<file path="src/rtl/prog_loader.sv">
// Framed byte-stream loader: sync, 12-bit length, data bytes (written to instruction memory), optional checksum.
// Optional checksum byte enabled by defining PROG_LOADER_CSUM_EN.
module prog_loader #(
  parameter int         DEPTH     = 2048,
  parameter logic [7:0] SYNC_BYTE = 8'hA5
) (
  input  logic        clk,
  input  logic        rst,
  input  logic [7:0]  rx_data,
  input  logic        rx_valid,
  output logic        rx_ready,
  output logic        mem_we,
  output logic [11:0] mem_addr,
  output logic [7:0]  mem_wdata,
  output logic        cpu_hold,
  output logic        done,
  output logic        error
);

  typedef enum logic [2:0] {IDLE, LEN_HI, LEN_LO, DATA, CSUM, DONE, ERR} state_t;

  localparam logic [12:0] DEPTH_L = 13'(DEPTH);

  state_t      state_q, state_d;
  logic [11:0] len_q, len_d;
  logic [11:0] idx_q, idx_d;
  logic [7:0]  sum_q, sum_d;
  logic        rdy_q;
  logic        we_q, we_d;
  logic [11:0] addr_q, addr_d;
  logic [7:0]  wdata_q, wdata_d;
  logic        hold_q, hold_d;
  logic        done_q, done_d;
  logic        err_q, err_d;

  logic        accept;
  logic [11:0] len_full;
  logic        go_done, go_err;

  assign accept   = rx_valid && rdy_q;
  assign len_full = {len_q[11:8], rx_data};

  always_comb begin
    state_d = state_q;
    len_d   = len_q;
    idx_d   = idx_q;
    sum_d   = sum_q;
    we_d    = 1'b0;
    addr_d  = addr_q;
    wdata_d = wdata_q;
    hold_d  = hold_q;
    done_d  = done_q;
    err_d   = err_q;
    go_done = 1'b0;
    go_err  = 1'b0;
    case (state_q)
      IDLE, DONE, ERR: begin
        if (accept && rx_data == SYNC_BYTE) begin
          state_d = LEN_HI;
          done_d  = 1'b0;
          err_d   = 1'b0;
          hold_d  = 1'b1;
        end
      end
      LEN_HI: begin
        if (accept) begin
          len_d   = {rx_data[3:0], 8'h00};
          state_d = LEN_LO;
        end
      end
      LEN_LO: begin
        if (accept) begin
          len_d = len_full;
          // Sum is cleared for the empty frame too so the checksum test sees zero.
          idx_d = '0;
          sum_d = '0;
          if ({1'b0, len_full} > DEPTH_L) begin
            go_err = 1'b1;
          end else if (len_full == 12'd0) begin
`ifdef PROG_LOADER_CSUM_EN
            state_d = CSUM;
`else
            go_done = 1'b1;
`endif
          end else begin
            state_d = DATA;
          end
        end
      end
      DATA: begin
        if (accept) begin
          we_d    = 1'b1;
          addr_d  = idx_q;
          wdata_d = rx_data;
          sum_d   = sum_q + rx_data;
          idx_d   = idx_q + 12'd1;
          if (idx_q == len_q - 12'd1) begin
`ifdef PROG_LOADER_CSUM_EN
            state_d = CSUM;
`else
            go_done = 1'b1;
`endif
          end
        end
      end
`ifdef PROG_LOADER_CSUM_EN
      CSUM: begin
        if (accept) begin
          if (8'(sum_q + rx_data) == 8'h00) go_done = 1'b1;
          else                              go_err  = 1'b1;
        end
      end
`endif
      default: state_d = IDLE;
    endcase
    if (go_done) begin
      state_d = DONE;
      done_d  = 1'b1;
      hold_d  = 1'b0;
    end
    if (go_err) begin
      state_d = ERR;
      err_d   = 1'b1;
      hold_d  = 1'b0;
    end
  end

  always_ff @(posedge clk or posedge rst) begin
    if (rst) begin
      state_q <= IDLE;
      len_q   <= '0;
      idx_q   <= '0;
      sum_q   <= '0;
      rdy_q   <= 1'b0;
      we_q    <= 1'b0;
      addr_q  <= '0;
      wdata_q <= '0;
      hold_q  <= 1'b0;
      done_q  <= 1'b0;
      err_q   <= 1'b0;
    end else begin
      state_q <= state_d;
      len_q   <= len_d;
      idx_q   <= idx_d;
      sum_q   <= sum_d;
      rdy_q   <= 1'b1;
      we_q    <= we_d;
      addr_q  <= addr_d;
      wdata_q <= wdata_d;
      hold_q  <= hold_d;
      done_q  <= done_d;
      err_q   <= err_d;
    end
  end

  assign rx_ready  = rdy_q;
  assign mem_we    = we_q;
  assign mem_addr  = addr_q;
  assign mem_wdata = wdata_q;
  assign cpu_hold  = hold_q;
  assign done      = done_q;
  assign error     = err_q;

endmodule

</file>
<file path="config.mk">
export PLATFORM = sky130hd
export DESIGN_NAME = prog_loader
export DESIGN_NICKNAME = d
export VERILOG_FILES = /design/src/rtl/prog_loader.sv
export SDC_FILE = /design/constraint.sdc
export NUM_CORES = 1
export LEC_CHECK = 0
export CELL_PAD_IN_SITES_DETAIL_PLACEMENT = 1
export CELL_PAD_IN_SITES_GLOBAL_PLACEMENT = 2
export CORE_ASPECT_RATIO = 1.4
export CORE_MARGIN = 4
export CORE_UTILIZATION = 40
export CTS_CLUSTER_SIZE = 16
export DETAILED_ROUTE_END_ITERATION = 10
export DONT_BUFFER_PORTS = 1
export PLACE_DENSITY_LB_ADDON = 0.1
export RECOVER_POWER = 50
export SETUP_SLACK_MARGIN = 0.15
export SYNTH_ARGS = -nofsm -noshare
export SYNTH_HDL_FRONTEND = slang
export SYNTH_SLANG_ARGS = --single-unit
</file>
<file path="constraint.sdc">
create_clock -name clk -period 4.25 [get_ports clk]
set_clock_uncertainty 0.2 [all_clocks]
set_input_delay 0.425 -clock clk [delete_from_list [all_inputs] [get_ports clk]]
set_output_delay 0.425 -clock clk [all_outputs]
set_load 0.02 [all_outputs]
</file>
After elaboration in Yosys (flattened, before gate mapping) --
Cells that the tools add are included.
Storage, ports and cells: register bits 52, latch bits 0, RAM bits 0, ROM bits 0, output and inout port bits 25, logic and storage cells 85, memories kept 0
Cells by class: $add $sub $neg 2, $mul 0, div/mod/pow operators 0, magnitude comparators 1, eq/ne operators 16, shifts and indexed selects 0, multiplexer cells 33, bitwise operators 1, reduce and logical (&&, ||, !) cells 21
Operators with widths (number):
- 12-bit one-hot mux with 2 select lines | 2
- 12-bit two-way mux | 3
- 3-bit two-way mux | 7
- 4-bit inequality test (second input constant) | 5
- 1-bit two-way mux | 18
- 12-bit by 1-bit adder with 12-bit output (second input constant) | 1
- 12-bit == test | 1
- 12-bit greater-than comparator (second input constant) | 1
- 12-bit zero test | 1
- 3-bit one-hot mux with 4 select lines | 1
- 2-bit nonzero test | 6
- 12-bit by 1-bit subtractor with 12-bit output (second input constant) | 1
- 3-bit AND reduction | 3
- 8-bit == test (second input constant) | 1
- 8-bit two-way mux | 1
- 2-bit AND reduction | 4
- 3-bit by 2-bit == test with 1-bit output (second input constant) | 2
- 3-bit == test (second input constant) | 2
- 2-bit inequality test (second input constant) | 3
- 6-bit AND reduction | 1
- 3-bit nonzero test | 2
- 3-bit by 1-bit == test with 1-bit output (second input constant) | 1
- 3-bit zero test | 1
- 3-bit inequality test (second input constant) | 1
- other kinds (4) | 5

Depth between registers and ports, before layout --
word-level depth 7, gate-level depth with buffers 8

Least setup slack after synthesis --
No wires, ideal clock.
path kind flip-flop to flip-flop, from reg len_q[0], to reg state_q[1], arrival time 2209 ps, required time 3925 ps, slack 1716 ps, stages on the path, launching flop included 9, path buffers 0, cell sequence dfrtp_1 -> inv_1 -> ha_1 -> or4b_1 -> or3_1 -> a21oi_1 -> a31oi_1 -> a2111o_1 -> nor3b_1
On the way: word-level cells in the longest chain between the ends 7
RTL lines:
- start, declared | RTL line 25 | logic [11:0] len_q, len_d;
- start signal, assigned | RTL line 143 | len_q <= len_d;
- 12-bit by 1-bit subtractor with 12-bit output * | RTL line 97 | if (idx_q == len_q - 12'd1) begin
- 12-bit == test * | RTL line 97
- 1-bit two-way mux * | RTL line 97
- 1-bit two-way mux * | RTL line 91 | if (accept) begin
- 1-bit one-hot mux with 2 select lines * | RTL line 56 | case (state_q)
- 4-bit inequality test (no source line) (tied with other cells)
- 6-bit AND reduction (no source line) or 3-bit two-way mux (tied branches)
- end signal, assigned | RTL line 142 | state_q <= state_d;
- end, declared | RTL line 24 | state_t state_q, state_d;
Every way passes the cells marked *; elsewhere a longest branch is shown, timed or not. A chain may end at the register's enable or synchronous reset.

Worst setup path in the final report --
from reg len_q[0], to reg hold_q (netlist: cpu_hold)
On the way: word-level cells in the longest chain between the ends 7
RTL lines:
- 12-bit by 1-bit subtractor with 12-bit output * | RTL line 97
- 12-bit == test * | RTL line 97
- 1-bit two-way mux * | RTL line 97
- 1-bit two-way mux * | RTL line 91
- 1-bit one-hot mux with 2 select lines * | RTL line 56
- 3-bit nonzero test (no source line) or 1-bit two-way mux (tied branches)
- 2-bit AND reduction (no source line) or 1-bit two-way mux (tied branches)
- end signal, assigned | RTL line 150 | hold_q <= hold_d;
- end, declared | RTL line 32 | logic hold_q, hold_d;
Marks and branches as above.

==> results.sh <==
export IMPL_synth_warnings=0
export IMPL_start_util=0.409
export IMPL_cts_tree="yes"
export IMPL_num_io_pins=36
export IMPL_post_cts_buffers=0
export IMPL_area_growth_pct=5.49
export IMPL_required_ps=4250
export IMPL_overflow=0
export IMPL_holdCritPathClass="input pin to flip-flop"
export IMPL_fin_tns_setup_ps=0
export IMPL_htreeDepth=2
export IMPL_wire_per_inst_microns=18.3
export IMPL_n_fill_cell=774
export IMPL_synth_cell_area_sq_um=2670
export IMPL_avgSynthCellArea_sq_um=8.84
export IMPL_slew_viol_final=53
export IMPL_die_area_sq_um=8060
export IMPL_pwr_share_comb=0.349
export IMPL_synth_area_leader_cell="dfrtp_1"
export IMPL_max_cap_viol_count=1
export IMPL_core_area_sq_um=6530
export IMPL_switching_share=0.421
export IMPL_synth_ff_type="dfrtp_1"
export IMPL_p_clk_frac=0.178
export IMPL_antenna_found_initial=0
export IMPL_end_kind="flip-flop"
export IMPL_place_congestion=0.797
export IMPL_cts_root_buffer_cell="clkbuf_8"
export IMPL_path_clk_slew_ps=100
export IMPL_ys_seq_elements=52
export IMPL_synth_cell_types=44
export IMPL_hold_viol_final=0
export IMPL_p_int_mw=1.14
export IMPL_yosysMostFrequentCell="nand2_1"
export IMPL_slew_headroom=-0.309
export IMPL_synth_top_cell_area_share=0.488
export IMPL_clk_latency_ps=310
export IMPL_seq_power_share=0.473
export IMPL_path_max_fanout=5
export IMPL_peakVddDrop_uv=299
export IMPL_postCtsResizedCells=0
export IMPL_vias=2080
export IMPL_cts_buffers_inserted=5
export IMPL_postLayoutCoreUtil=0.431
export IMPL_regArea_sq_um=1300
export IMPL_multi_input_area_sq_um=1250
export IMPL_dr_pass1_iters=4
export IMPL_fmax_mhz=361
export IMPL_syn_num_nets=315
export IMPL_dp_hpwl_microns=4940
export IMPL_rsz0062_at_grt="no"
export IMPL_row_count=35
export IMPL_drtAntennaViolNets=0
export IMPL_tightest_slew_ps=1960
export IMPL_syn_inst=302
export IMPL_whs_ps=11.0
export IMPL_ys_top_cells_by_area="dfrtp_1 49%, nand2_1 11%, o21ai_0 4.3%"
export IMPL_period_minus_slack_ps=2770
export IMPL_grt_pass1_vias=2314
export IMPL_cts_sinks=52
export IMPL_crit_type="flip-flop to flip-flop"
export IMPL_worst_r2r_setup_slack_ps=1480
export IMPL_cts_hold_repair_buffers=0
export IMPL_crit_arrival_ps=2770
export IMPL_nets=307
export IMPL_portBuffers=0
export IMPL_ys_seq_area_frac=0.488
export IMPL_clk_path_buf_depth=2
export IMPL_die_w_microns=77.0
export IMPL_setup_violations=0
export IMPL_worstSetupStartpointType="flip-flop"
export IMPL_violations="max-capacitance violations, max-slew violations"
export IMPL_p_leak_nw=1.30
export IMPL_min_period_over_period=0.652
export IMPL_wirelength_microns=6750
export IMPL_dpl_cell_area_sq_um=2700
export IMPL_die_h_microns=105
export IMPL_synth_commonest_cells="78 x nand2_1, 52 x dfrtp_1, 23 x o21ai_0"
export IMPL_grt_pass1_wl_microns=11700
export IMPL_status="complete, but fails checks"
export IMPL_synthArstFlopShare=1.00
export IMPL_vias_per_cell=5.64
export IMPL_drive_gt1_frac=0.0712
export IMPL_powerDensity_nw_per_um2=701
export IMPL_drc=0
export IMPL_drtIter0Drc=91
export IMPL_synth_edf_count=0
export IMPL_grt_max_degree=53
export IMPL_grt_usage=0.181
export IMPL_switching_power_mw=0.832
export IMPL_fin_area_sq_um=2820
export IMPL_n_antenna_cell=0
## worst paths after layout
check | from | endpoint | depth (start not counted)
worst max-delay path | len_q[0] | cpu_hold | 8
worst min-delay path | rx_data[4] | mem_wdata[4] | 2
worst max register to register | len_q[0] | cpu_hold | 8
worst min register to register | len_q[1] | len_q[1] | 1
max in group asynchronous | rst | idx_q[6] | 1
min in group asynchronous | rst | mem_wdata[4] | 1
## power by group through the flow
stage	sequential [mW]	combinational (mW)	clock, mW
2_1_floorplan	0.843	0.623	0
3_3_place_gp	0.941	0.687	0
3_5_place_dp	0.949	0.705	0
4_1_cts	0.941	0.707	0.364
5_1_grt	0.970	0.792	0.389
6_report	0.934	0.689	0.351
## registers in the layout, indices dropped and copies added, names as in the netlist
signal,flops
mem_wdata,8
done,1
mem_we,1
idx_q,12
error,1
len_q,12
rx_ready,1
mem_addr,12
cpu_hold,1
state_q,3
## final cells by class
class | count | share of cell area
flip-flops and latches | 52 | 0.462
multi-input cells | 223 | 0.445
well taps | 74 | 0.0329
clock buffers | 5 | 0.0244
clock inverters | 3 | 0.0164
inverters | 10 | 0.0133
repair buffers | 2 | 0.00533
## metal layers
| metal | GRT usage | share of wire | vias up |
|---|---|---|---|
| met4 | 0.0534 | 0.012 | 0 |
| met1 | 0.206 | 0.41 | 1031 |
| met2 | 0.335 | 0.53 | 37 |
| li1 | - | - | 1004 |
| met3 | 0.0414 | 0.043 | 8 |
| met5 | 0 | 0 | - |
## cells by family after synthesis
kind of cell	after synthesis	synth area share
adders and majority gates	2	0.00937
AOI/OAI and AO/OA	55	0.134
and+or+nand+nor	142	0.245
muxes	5	0.0206
DFF	52	0.488
buffers and inverters	27	0.0427
xor gates and xnor gates	18	0.0591
other	1	0.00141
## worst max-delay path, cell delays in order (launching register included)
cell	delay [ps]
dfrtp_1	440
inv_1	90
ha_1	240
or4b_1	530
or3_1	360
a21oi_1	130
a31oi_1	60
a2111o_1	460
nor3b_1	160
## metrics by stage
| step | setup WS [ps] | std cells | total power [mW] |
|---|---|---|---|
| floorplan | 1720 | 302 | 1.47 |
| global placement | 1570 | 361 | 1.63 |
| detailed placement | 1480 | 361 | 1.65 |
| CTS | 1450 | 369 | 2.01 |
| global route | 1350 | 369 | 2.15 |
| finish | 1480 | 369 | 1.97 |
## layout by cell type (no fill, tap or decap), types with 2 or more instances in the layout
master | netlist | routed
nand2_1 | 78 | 78
dfrtp_1 | 52 | 52
o21ai_0 | 23 | 23
nor2_1 | 17 | 17
nand3_1 | 11 | 11
inv_1 | 9 | 9
xnor2_1 | 9 | 9
xor2_1 | 9 | 9
a22o_1 | 7 | 7
nor3_1 | 7 | 7
a21oi_1 | 7 | 7
clkbuf_8 | 0 | 5
or3_1 | 4 | 4
mux2_2 | 4 | 4
nand4b_1 | 3 | 3
or2_2 | 3 | 3
nand2b_1 | 3 | 3
nand4_1 | 3 | 3
and3_1 | 3 | 3
a21o_1 | 3 | 3
or4_1 | 2 | 2
or4b_1 | 2 | 2
o211ai_1 | 2 | 2
a31oi_1 | 2 | 2
nor4_1 | 2 | 2
nor3b_1 | 2 | 2
o31ai_1 | 2 | 2
ha_1 | 2 | 2
buf_4 | 3 | 2
No activity file was read; power rests on OpenSTA's default activity.
